--- src/rtl/adder_pkg.sv ---
// rtl/adder_pkg.sv - shared FSM encoding and index width helper for the adder datapath
package adder_pkg;

  typedef enum logic [1:0] {
    ST_IDLE = 2'd0,
    ST_ACC  = 2'd1,
    ST_DONE = 2'd2
  } acc_state_t;

  // Operand index width; never narrower than one bit.
  function automatic int idx_width(input int n_ops);
    return (n_ops > 2) ? $clog2(n_ops) : 1;
  endfunction

endpackage

--- src/rtl/accumulator_ctrl.sv ---
// rtl/accumulator_ctrl.sv - sequencing FSM, operand index counter and handshake decode
module accumulator_ctrl
  import adder_pkg::*;
#(
  parameter int N_OPS = 4,
  parameter int IDX_W = idx_width(N_OPS)
) (
  input  logic             clk,
  input  logic             rst,
  input  logic             start,
  input  logic             out_ready,
  output logic             capture,
  output logic             acc_en,
  output logic             last,
  output logic [IDX_W-1:0] idx,
  output logic             busy,
  output logic             o_valid
);

  localparam logic [IDX_W-1:0] IDX_LAST = IDX_W'(N_OPS - 1);

  acc_state_t state;
  acc_state_t state_nxt;

  always_ff @(posedge clk or posedge rst) begin
    if (rst) begin
      state <= ST_IDLE;
    end else begin
      state <= state_nxt;
    end
  end

  always_comb begin
    state_nxt = state;
    case (state)
      ST_IDLE: if (start) state_nxt = ST_ACC;
      ST_ACC:  if (idx == IDX_LAST) state_nxt = ST_DONE;
      ST_DONE: if (out_ready) state_nxt = start ? ST_ACC : ST_IDLE;
      default: state_nxt = ST_IDLE;
    endcase
  end

  // busy/o_valid depend on state only; capture is the one input-qualified strobe.
  always_comb begin
    capture = 1'b0;
    acc_en  = 1'b0;
    busy    = 1'b0;
    o_valid = 1'b0;
    case (state)
      ST_IDLE: capture = start;
      ST_ACC: begin
        acc_en = 1'b1;
        busy   = 1'b1;
      end
      ST_DONE: begin
        busy    = 1'b1;
        o_valid = 1'b1;
        capture = start & out_ready;
      end
      default: ;
    endcase
  end

  assign last = acc_en & (idx == IDX_LAST);

  always_ff @(posedge clk or posedge rst) begin
    if (rst) begin
      idx <= '0;
    end else if (capture || last) begin
      idx <= '0;
    end else if (acc_en) begin
      idx <= idx + 1'b1;
    end
  end

endmodule

--- src/rtl/multi_operand_accumulator.sv ---
// rtl/multi_operand_accumulator.sv - sequential N-operand adder with wrap/saturate and valid/ready result
module multi_operand_accumulator
  import adder_pkg::*;
#(
  parameter int N_OPS = 4,
  parameter int IN_W  = 4,
  parameter int SUM_W = 16,
  parameter int SAT   = 0
) (
  input  logic                  clk,
  input  logic                  rst,
  input  logic                  start,
  input  logic [N_OPS*IN_W-1:0] ops,
  output logic                  busy,
  output logic                  o_valid,
  input  logic                  out_ready,
  output logic [SUM_W-1:0]      o_sum,
  output logic                  overflow
);

  localparam int IDX_W = idx_width(N_OPS);

  logic                  capture;
  logic                  acc_en;
  logic                  last;
  logic [IDX_W-1:0]      idx;
  logic [N_OPS*IN_W-1:0] bank;
  logic [SUM_W-1:0]      acc;
  logic [SUM_W-1:0]      acc_nxt;
  logic                  ovf_flag;
  logic [IN_W-1:0]       operand;
  logic [SUM_W:0]        sum_ext;
  logic                  carry;

  accumulator_ctrl #(
    .N_OPS (N_OPS),
    .IDX_W (IDX_W)
  ) u_ctrl (
    .clk       (clk),
    .rst       (rst),
    .start     (start),
    .out_ready (out_ready),
    .capture   (capture),
    .acc_en    (acc_en),
    .last      (last),
    .idx       (idx),
    .busy      (busy),
    .o_valid   (o_valid)
  );

  always_comb begin
    operand = '0;
    for (int i = 0; i < N_OPS; i++) begin
      if (idx == IDX_W'(i)) operand = bank[i*IN_W +: IN_W];
    end
  end

  // One extra bit on the adder exposes the carry out of SUM_W.
  assign sum_ext = {1'b0, acc} + {{(SUM_W + 1 - IN_W){1'b0}}, operand};
  assign carry   = sum_ext[SUM_W];
  assign acc_nxt = ((SAT != 0) && carry) ? {SUM_W{1'b1}} : sum_ext[SUM_W-1:0];

  always_ff @(posedge clk or posedge rst) begin
    if (rst) begin
      bank     <= '0;
      acc      <= '0;
      ovf_flag <= 1'b0;
      o_sum    <= '0;
      overflow <= 1'b0;
    end else if (capture) begin
      bank     <= ops;
      acc      <= '0;
      ovf_flag <= 1'b0;
    end else if (acc_en) begin
      acc      <= acc_nxt;
      ovf_flag <= ovf_flag | carry;
      if (last) begin
        o_sum    <= acc_nxt;
        overflow <= ovf_flag | carry;
      end
    end
  end

endmodule

--- config.mk ---
export PLATFORM = sky130hd
export DESIGN_NAME = multi_operand_accumulator
export DESIGN_NICKNAME = d
export VERILOG_FILES = /design/src/rtl/adder_pkg.sv /design/src/rtl/accumulator_ctrl.sv /design/src/rtl/multi_operand_accumulator.sv
export SDC_FILE = /design/constraint.sdc
export NUM_CORES = 1
export LEC_CHECK = 0
export BUFFER_PORTS_ARGS = -buffer_cell sky130_fd_sc_hd__buf_4
export CAP_MARGIN = 20
export CORE_MARGIN = 4
export CORE_UTILIZATION = 56
export CTS_BUF_LIST = sky130_fd_sc_hd__clkbuf_8 sky130_fd_sc_hd__clkbuf_16
export DETAILED_ROUTE_END_ITERATION = 12
export HOLD_SLACK_MARGIN = 0.05
export PLACE_DENSITY_LB_ADDON = 0.12
export SYNTH_ARGS = -nofsm -noshare
export SYNTH_HDL_FRONTEND = slang
export SYNTH_SLANG_ARGS = --single-unit
--- constraint.sdc ---
create_clock -name clk -period 3.3 [get_ports clk]
set_input_delay 0.33 -clock clk [delete_from_list [all_inputs] [get_ports clk]]
set_output_delay 0.33 -clock clk [all_outputs]
set_load 0.005 [all_outputs]
* Word-level counts from Yosys, hierarchy flattened
Cells that the tools add are included.
** Cells by class
- Add/sub/neg operators :: 2
- Reduce and logical (&&, ||, !) cells :: 8
- Multiplexer cells :: 19
- Bitwise gates (word level) :: 4
- Equality and inequality tests :: 8
** Operator list (number)
- 2-to-1 mux 16 bit :: 2
- adder 16 x 4 -> 17 bit :: 1
- 2-to-1 mux 4 bit :: 4
- 2-to-1 mux 2 bit :: 5
- == test 2 bit, second input constant :: 3
- 2-to-1 mux 1 bit :: 6
- inequality test 2 bit, second input constant :: 3
- one-hot mux 2 bit (3 select lines) :: 1
- AND reduction 3 bit :: 2
- == test 2 x 1 -> 1 bit, second input constant :: 2
- logical NOT 2 bit :: 2
- nonzero test 2 bit :: 2
- adder 2 x 1 -> 2 bit, second input constant :: 1
- bitwise AND 1 bit :: 2
- one-hot mux 1 bit (2 select lines) :: 1
- OR reduction 2 bit :: 1
- logical OR 1 bit :: 1
- inverter 1 bit :: 1
- bitwise OR 1 bit :: 1
** Storage, ports and cells
- Input bits :: 20
- Flip-flop bits (word level) :: 54
- Word-level logic and storage cells :: 48
- Output and inout port bits :: 19

* Logic depth before layout (Yosys ltp)
Gate-level depths: netlist of the first run.
- Depth after elaboration :: 9
- Depth in mapped cells :: 14
- Depth with buffers taken out :: 14

* Hierarchy
Synthesis of the first run repeated with hierarchy kept, for this count alone.
** Second synthesis, totals
- Cells, all modules :: 248
- Area, all modules :: 2752.6 sq um
** Modules (own cells, without submodules)
- multi_operand_accumulator :: seq. area each 1251.2 sq um, area an instance 2453.6 sq um, instances 1, cells each 220
- accumulator_ctrl :: seq. area each 100.1 sq um, area an instance 299.0 sq um, instances 1, cells each 28

* Least setup slack after synthesis of the first run
Ideal clock, no wire load.
- Path kind :: register to register
- Start point :: register u_ctrl.idx[0]
- End point :: register overflow
- Slack :: 0.578 ns
- Library setup time :: 0.128 ns
- Data arrival time :: 2.594 ns
- Period minus slack after synthesis :: 2.722 ns
- Cell stages (with the launch flop) :: 15
- Path through :: dfrtp_1 > inv_1 > ha_1 > nor2b_1 > a22oi_1 > nor2_1 > a21oi_1 > o21ai_0 > ha_1 > fa_1 > a21o_1 > a21o_2 > and2_2 > a21oi_1 > o21ai_0
** Between the ends
- Longest elaborated chain between the ends :: 7
- Elaborated cells on any way between the ends :: 12
- Those cells by class :: 1 x add/sub; 3 x eq/ne; 4 x mux; 2 x bitwise; 2 x reduce/logical
** RTL lines
- start: declaration :: RTL line accumulator_ctrl.sv:15 : output logic [IDX_W-1:0] idx,
- start signal: assignment :: RTL line accumulator_ctrl.sv:72 : idx <= idx + 1'b1;
- logical NOT 2 bit :: RTL line multi_operand_accumulator.sv:54 : if (idx == IDX_W'(i)) operand = bank[i*IN_W +: IN_W];
- 2-to-1 mux 4 bit (4 in series) :: RTL line multi_operand_accumulator.sv:54
- adder 16 x 4 -> 17 bit :: RTL line multi_operand_accumulator.sv:59 : assign sum_ext = {1'b0, acc} + {{(SUM_W + 1 - IN_W){1'b0}}, operand};
- bitwise OR 1 bit :: RTL line multi_operand_accumulator.sv:79 : overflow <= ovf_flag | carry;
- end signal: assignment :: RTL line multi_operand_accumulator.sv:79
- end: declaration :: RTL line multi_operand_accumulator.sv:18 : output logic overflow
Several ways; a longest one is shown, not always the timed one.
A chain may end at the register's enable or synchronous reset.

* Worst setup path in the final report of the first run
Ends and elaborated chain as after synthesis.

==> results, run 1 <==
- The minimum period implied by the final worst setup slack is 3.05 ns.
- The post-route DRC violation count is 0.
- Measured in cells, the most critical reg-to-reg path has a length of 14.
- The class of the most critical setup path is reg -> reg.
- The detailed-route wire length per cell is 14.0 µm.
- Across every metal layer, demand over resource in global routing totals 0.189.
- The longest clock path from root to sink contains 2 buffers.
- The total detailed-routing wirelength is 5.17 mm.
- The average cell area after synthesis is 10.5 µm².
- In this run the post-CTS setup repair buffer count came out at 0.
- For this run, the register share of the synthesized area comes to 0.486.
- The ratio of final minimum period to clock period is 0.924.
- The post-route worst setup slack is 0.251 ns.
- The initial antenna violation count is 0.
- The clock root buffer is clkbuf_8.
- The minimum setup slack after placement is 0.249 ns.
- Entering global routing, the biggest net connects 37 pins.
- The sequential share of power is 0.385.
- Internal power comes to 1.58 mW.
- STA classifies the critical path endpoint as a flop.
- The number of rows in the core area is 25.
- The number of distinct library cells after synthesis is 40.
- The area share of the leading cell type in the synthesized netlist is 0.486.
- Across all layers, the routed design uses 1,982 vias.
- From synthesis to final layout, the design area changed by 15.5%.
- Across the run, the number of max-cap violations was 0.
- Clock latency on the worst-skew pair, taken at its later pin, is 0.30 ns.
- In this run the critical register-to-register path is launched from u_ctrl.idx[0]$_DFFE_PP0P_.
- For this design the static power due to leakage is 1.52 nW.
- The number of flops mapped to enable cells by yosys is 0.
- The hold violation total from the final report came to 0.
- The arrival time of data at the critical path endpoint is 3.24 ns.
- Setup violations remaining at the end of the flow were counted as 0.
- In the synthesized netlist, the number of instances is 265.
- The placer's final routability congestion estimate is 0.775.
- The total congestion overflow after global routing is 0.
- The wire-length estimate of the detail-placed layout is 3.72 mm.
- Ranked by total cell area, the synthesized netlist is headed by dfrtp_1 (49%), mux2_2 (7.3%), ha_1 (5.8%), xor2_1 (5.4%), nand2_1 (3.6%).
- Synthesis inferred 54 register bits.
- The switching share of total power is 0.370.
- Of the total power, the clock network draws 0.176.
- The number of filler instances in the final layout is 394.
- The flip-flop and latch area is 1350 µm².
- The sum of negative setup slack is 0 ns.
- The detail route stage leaves a number of antenna-violating nets equal to 0.
- The count of yosys warnings during synthesis is 0.
- When the netlist entered floorplanning its net count stood at 299.
- Yosys instantiated no cell more often than dfrtp_1.
- Setup repair after global routing left no endpoint under its margin.
- After detailed routing, the number of vias per cell comes to 5.36.
- Counting instances in the post-synthesis netlist gives the leading cell types as dfrtp_1 (54), nand2_1 (27), nor2_1 (25).
- The total I/O pin count is 39.
- For the final database, setup skew stands at 0.00858 ns.
- dfrtp_1 takes more of the synthesized area than any other cell.
- The floorplan step defined a die boundary enclosing 6160 µm².
- In the final layout, the multi-input gates occupy 1320 µm².
- In the final layout, the share of cells above drive strength 1 is 0.264.
- The pre-antenna-repair detailed-routing pass consisted of 4 iterations.
- The area of the core is 4750 µm².
- The combinational share of power is 0.439.
- Data on the critical path is required at its endpoint by 3.49 ns.
- The slew at the pin with the worst max-slew slack is 0.851 ns.
- For this design, the sink count on the clock tree is 54.
- The worst pin sits at a relative slew slack of 0.432.
- The number of input and output port buffers inserted is 38.
- The number of global-route vias before repair came to 1,949.
- The starting density of the core is 0.585.
- The final number of max-transition violations is 0.
- The startpoint type of the worst setup path is a flop.
- The power density over the cells is 779 nW/µm².
- Across the VDD grid, the largest voltage drop is 461 µV.
- In the synthesized netlist the async set-or-reset flop fraction comes to 1.00.
- The most used flip-flop cell after synthesis is dfrtp_1.
- The final layout contains 336 nets.
- The global-route wire length before repair is 9.12 mm.
- The horizontal die dimension is 78.5 µm.
- The clock transition at the registers of the reported paths is 0.10 ns.
- The die is 78.5 µm tall.
- The net load switching power is 0.927 mW.
- Of all nets on the critical path, the largest fanout is 8.
- The H-tree was split into 2 levels.
- The maximum clock rate is 328 MHz.
- The slack of the worst reg-to-reg path is 0.25 ns.
- The clock tree from TritonCTS is done.
- The synthesized netlist occupies a cell area of 2780 µm².
- The type of the tightest min-delay check is in -> async.
- The count of inserted antenna diode cells is 0.
- The worst register-to-register path ends at overflow$_DFFE_PP0P_.
- The run finished with clean final reports.
- For this block, the initial DRC count from the detailed router was 100.
- The CTS buffer count is 5.
registers in the layout (all words and copies together), names as in the netlist:
name,count
overflow,1
bank,16
ovf_flag,1
o_sum,16
u_ctrl.state,2
acc,16
u_ctrl.idx,2
per-stage QoR:
stage / total power [mW] / util / hold slack [ns] / instances / area (µm²)
final: 2.51 / 0.676 / 0.161 / 370 / 3210
after global routing: 2.73 / 0.676 / 0.219 / 370 / 3210
after CTS: 2.52 / 0.674 / 0.180 / 370 / 3210
after detailed placement: 2.07 / 0.652 / 0.471 / 362 / 3100
after global placement: 2.03 / 0.652 / 0.465 / 362 / 3100
after floorplan: 1.77 / - / 0.463 / 265 / 2780
how the worst max path moves through the flow:
stage	startpoint	to	slack [ns]	cells past startpoint
2_1_floorplan	u_ctrl.idx[0]$_DFFE_PP0P_	overflow$_DFFE_PP0P_	0.58	14
3_3_place_gp	u_ctrl.idx[0]$_DFFE_PP0P_	o_sum[13]$_DFFE_PP0P_	0.35	13
3_5_place_dp	u_ctrl.idx[0]$_DFFE_PP0P_	o_sum[13]$_DFFE_PP0P_	0.25	13
4_1_cts	u_ctrl.idx[0]$_DFFE_PP0P_	o_sum[11]$_DFFE_PP0P_	0.17	13
5_1_grt	u_ctrl.idx[0]$_DFFE_PP0P_	overflow$_DFFE_PP0P_	0.01	14
6_report	u_ctrl.idx[0]$_DFFE_PP0P_	overflow$_DFFE_PP0P_	0.25	14
what timing repair did:
item	4_1_cts	5_1_grt
endpoints found under the setup margin	0	15
hold endpoints to repair	0	0
resized for setup	0	3
hold buffers	0	0
layer usage:
metal	up-vias	wire (µm)	global-route usage
li1	977	-	-
met1	955	2450	0.269
met2	43	2400	0.295
met3	7	249	0.0310
met4	0	70	0.0647
met5	-	0	0
power by group through the flow:
| stage | Clock [mW] | Combinational, mW | Sequential (mW) |
|---|---|---|---|
| global placement | 0 | 1.06 | 0.970 |
| global route | 0.482 | 1.26 | 0.987 |
| CTS | 0.450 | 1.10 | 0.964 |
| floorplan | 0 | 0.832 | 0.937 |
| detailed placement | 0 | 1.09 | 0.974 |
| finish | 0.440 | 1.10 | 0.964 |
placed cells by master, fill, tap and decap left out, types with 2 or more instances in the layout:
master / synthesis / final
a211oi_1: 2 / 2
a22oi_1: 3 / 3
nand3_1: 9 / 9
and2_1: 3 / 3
buf_4: 0 / 43
and3_1: 2 / 2
a21oi_1: 10 / 10
nor2_1: 25 / 25
nor2b_1: 3 / 3
nand2_1: 27 / 27
o21ai_1: 3 / 3
xor2_1: 17 / 17
nor3b_1: 2 / 2
mux2_2: 18 / 18
nand4_1: 5 / 5
o21ai_0: 19 / 19
clkinv_2: 0 / 2
inv_1: 8 / 7
dfrtp_1: 54 / 53
mux2i_1: 4 / 4
a21o_1: 2 / 2
ha_1: 13 / 12
clkbuf_8: 2 / 5
and3_2: 2 / 2
xnor2_1: 9 / 9
logic make-up (layout without fill, tap and decap cells):
family,Yosys count,in the layout,synth area share
AND/OR/NAND/NOR,84,84,0.145
buffers and inverters,21,59,0.0436
adder cells (fa/ha/maj),14,14,0.0656
AO/OA/AOI/OAI,44,44,0.0908
multiplexers,22,22,0.0872
flip-flops,54,54,0.486
XOR/XNOR,26,26,0.0818
critical path, stage by stage, from the launching register on:
cell	delay, ns
dfrtp_2	0.42
inv_1	0.09
ha_1	0.21
nor2b_1	0.15
a22oi_1	0.19
nor2_1	0.07
a21oi_1	0.11
o21ai_0	0.11
ha_1	0.25
fa_1	0.41
a21o_1	0.21
a21o_2	0.27
and2_2	0.20
a21oi_1	0.15
o21ai_0	0.09
area by class of cell:
type / instances / area share
clock buffer: 5 / 0.0214
clock inverter: 3 / 0.0125
inverter: 8 / 0.00934
multi-input combinational: 190 / 0.409
sequential: 54 / 0.421
tap: 67 / 0.0261
timing repair buffer: 43 / 0.100
No activity file was read; power rests on OpenSTA's default activity.
==> inputs of run 2 (changes only) <==
Settings changed: CORE_MARGIN 4 to unset, CTS_BUF_LIST sky130_fd_sc_hd__clkbuf_8 sky130_fd_sc_hd__clkbuf_16 to unset.
==> run 2 against run 1 <==
Effect of this change: routed wire length fell by 5.4%; sequential power shrank 0.5%; worst setup slack got worse by 0.029 ns; sequential cell count stayed put; fmax is 0.95% lower; via count down 3.9%; count of clock-buffer cells in the layout increased by 2; register-to-register slack worse by 0.03 ns; cell count is the same; design area fell by 0.66%.
==> results, run 2 (synthesis results as in run 1) <==
- The run finished with clean final reports.
- The startpoint type of the worst setup path is a flop.
- Detailed placement ended at an HPWL of 3.54 mm.
- The worst path needs 3.08 ns of the cycle, external delays included.
- In this run the critical register-to-register path is launched from u_ctrl.idx[0]$_DFFE_PP0P_.
- The arrival time of data at the critical path endpoint is 3.26 ns.
- In this run the deepest clock path goes through 2 buffers.
- The number of maximum-capacitance constraint violations is 0.
- The worst voltage drop across the vdd grid is 435 µV.
- Summed over all cells, the static leakage comes to 1.51 nW.
- The ratio of final minimum period to clock period is 0.933.
- Fill cells in the final layout number 388.
- The number of rows in the core area is 25.
- The post-route clock skew is 0.00538 ns.
- The placer's final routability congestion estimate is 0.831.
- The total number of H-tree levels is 2.
- The largest registers in the layout are acc (16), bank (16), o_sum (16).
- The die is 72.5 µm wide.
- The count of nets left with antenna violations once routing finished came out at 0.
- The critical path required time is 3.48 ns.
- Counting both buffers and inverters, the worst setup path holds a total of 1.
- The total detailed-routing wirelength is 4.89 mm.
- The die is 72.5 µm tall.
- The number of vias per cell is 5.15.
- Timing would allow up to 325 MHz.
- The combinational share of power is 0.453.
- The total I/O pin count is 39.
- Setup violations remaining at the end of the flow were counted as 0.
- In the layout the commonest cells are dfrtp_1 (54), buf_4 (43), nand2_1 (27).
- The total non-filler cell area in the finished layout is 3190 µm².
- The count of TritonRoute iterations in the first routing pass is 4.
- The iteration-0 DRC count of the detailed router is 99.
- The type of the tightest min-delay check is in -> async.
- The overall fraction of global-route tracks in use is 0.216.
- The worst setup path is captured at a flop.
- The number of input and output port buffers inserted is 38.
- The critical path goes through inv_1 -> ha_1 -> nor2b_1 -> a22oi_1 -> nor2_1 -> a21oi_1 -> o21ai_0 -> ha_1 -> fa_1 -> a21o_1 -> a21o_2 -> and2_2 -> xnor2_1 -> o21ai_0.
- The later-pin clock latency in the skew report is 0.30 ns.
- Setup repair after global routing left no endpoint under its margin.
- Setup slack on the worst reg-to-reg path comes out at 0.22 ns.
- Counting the buffers created by CTS gives 5.
- The repair_antennas step left the layout with diodes totalling 0.
- The final number of max-transition violations is 0.
- Hold repair after CTS inserted 0 buffers.
- CTS placed an instance of clkbuf_8 at the clock tree root.
- The hold violation total from the final report is 0.
- The clock tree from TritonCTS is done.
- The largest individual stage delay along the critical path comes from the cell dfrtp_1.
- The library cell used most frequently in the layout, excluding fill and tap cells, is dfrtp_1.
- The clock transition at the registers of the reported paths is 0.09 ns.
- The initial antenna violation count is 0.
- The global-route wire length before repair is 8.67 mm.
- The sum of negative setup slack is 0 ns.
- Global routing finished with a remaining overflow of 0.
- The core region is 4750 µm².
- The starting density of the core is 0.585.
- In the final layout, the share of cells above drive strength 1 is 0.254.
- On the worst path, the slowest cell contributes a delay of 0.42 ns.
- The number of global-route vias before repair is 1,889.
- The largest net degree at the start of global routing is 36.
- CTS saw 54 sinks.
- For the worst flop-to-flop path, the logic depth is 14.
- In the final routed layout, each cell accounts on average for 13.2 µm.
- The number of buffers added for setup after CTS is 0.
- After the last flow step, the layout net total stands at 336.
- In this run the cell area measured after placement is 3100 µm².
- In this run the worst path has a maximum fanout of 8.
- The total via count in the routed design is 1,904.
- The count of instances resized after the clock tree is built is 0.
- The net load switching power is 0.912 mW.
- The class of the most critical setup path is reg -> reg.
- Compared with the post-synthesis result, the final layout area differs by 14.7%.
- The endpoint identified for the worst register-to-register timing path is o_sum[10]$_DFFE_PP0P_.
- The floorplan step defined a die boundary enclosing 5250 µm².
- The kind of cell with the highest combined delay along the critical path is compound AO/OA/AOI/OAI gates.
- Measured against its own limit, the worst slew margin works out to 0.414.
- The slew at the pin with the worst max-slew slack is 0.878 ns.
- Of the total power, the clock network draws 0.153.
- Of the total power, registers draw 0.394.
- The post-route DRC violation count is 0.
- For this design the ratio of total power to cell area is 763 nW/µm².
- The internal power component is 1.52 mW.
- Of the total power, the share spent switching nets is 0.374.
## run 2: cell count changes in the layout (fill, tap and decap cells not counted), sizes merged
cell	change
clkbuf	+2
bufinv	-1
clkinv	-1
## run 2: per-stage QoR
| step | util | power (mW) | worst slack, ns | hold slack [ns] | instances |
|---|---|---|---|---|---|
| floorplan | - | 1.77 | 0.578 | 0.463 | 265 |
| CTS | 0.671 | 2.45 | 0.206 | 0.181 | 370 |
| detailed placement | 0.652 | 2.07 | 0.221 | 0.471 | 362 |
| finish | 0.672 | 2.44 | 0.222 | 0.156 | 370 |
| global placement | 0.652 | 2.03 | 0.354 | 0.463 | 362 |
| global route | 0.672 | 2.63 | 0.0186 | 0.226 | 370 |
## run 2: how the worst max path moves through the flow
| stage | slack [ns] | startpoint | to | cells after the start |
|---|---|---|---|---|
| 2_1_floorplan | 0.58 | u_ctrl.idx[0]$_DFFE_PP0P_ | overflow$_DFFE_PP0P_ | 14 |
| 3_3_place_gp | 0.35 | u_ctrl.idx[0]$_DFFE_PP0P_ | o_sum[13]$_DFFE_PP0P_ | 13 |
| 4_1_cts | 0.21 | u_ctrl.idx[0]$_DFFE_PP0P_ | o_sum[13]$_DFFE_PP0P_ | 13 |
| 5_1_grt | 0.02 | u_ctrl.idx[1]$_DFFE_PP0P_ | o_sum[10]$_DFFE_PP0P_ | 14 |
| 3_5_place_dp | 0.22 | u_ctrl.idx[0]$_DFFE_PP0P_ | o_sum[13]$_DFFE_PP0P_ | 13 |
| 6_report | 0.22 | u_ctrl.idx[0]$_DFFE_PP0P_ | o_sum[10]$_DFFE_PP0P_ | 14 |
## run 2: power groups by stage
stage	Sequential (mW)	Combinational, mW	Clock, mW
after floorplan	0.937	0.832	0
after global placement	0.970	1.06	0
after detailed placement	0.973	1.09	0
after CTS	0.960	1.10	0.390
after global routing	0.981	1.24	0.409
final	0.959	1.10	0.374
## run 2: layer usage
metal  part of all wire  routed length, µm  vias to the layer above  global-route usage
li1                   -                  -                      969                   -
met5                  0                  0                        -                   0
met1               0.52               2550                      894               0.309
met4              0.013                 63                        0              0.0654
met2               0.44               2130                       34               0.337
met3              0.030                145                        7              0.0375
## run 2: area by class of cell
class	instances	area [µm²]	share of cell area
clock buffer	7	86.3	0.0270
clock inverter	1	5.00	0.00157
inverter	8	30.0	0.00940
multi-input combinational	190	1310	0.411
sequential	54	1350	0.423
tap	67	83.8	0.0263
timing repair buffer	43	323	0.101
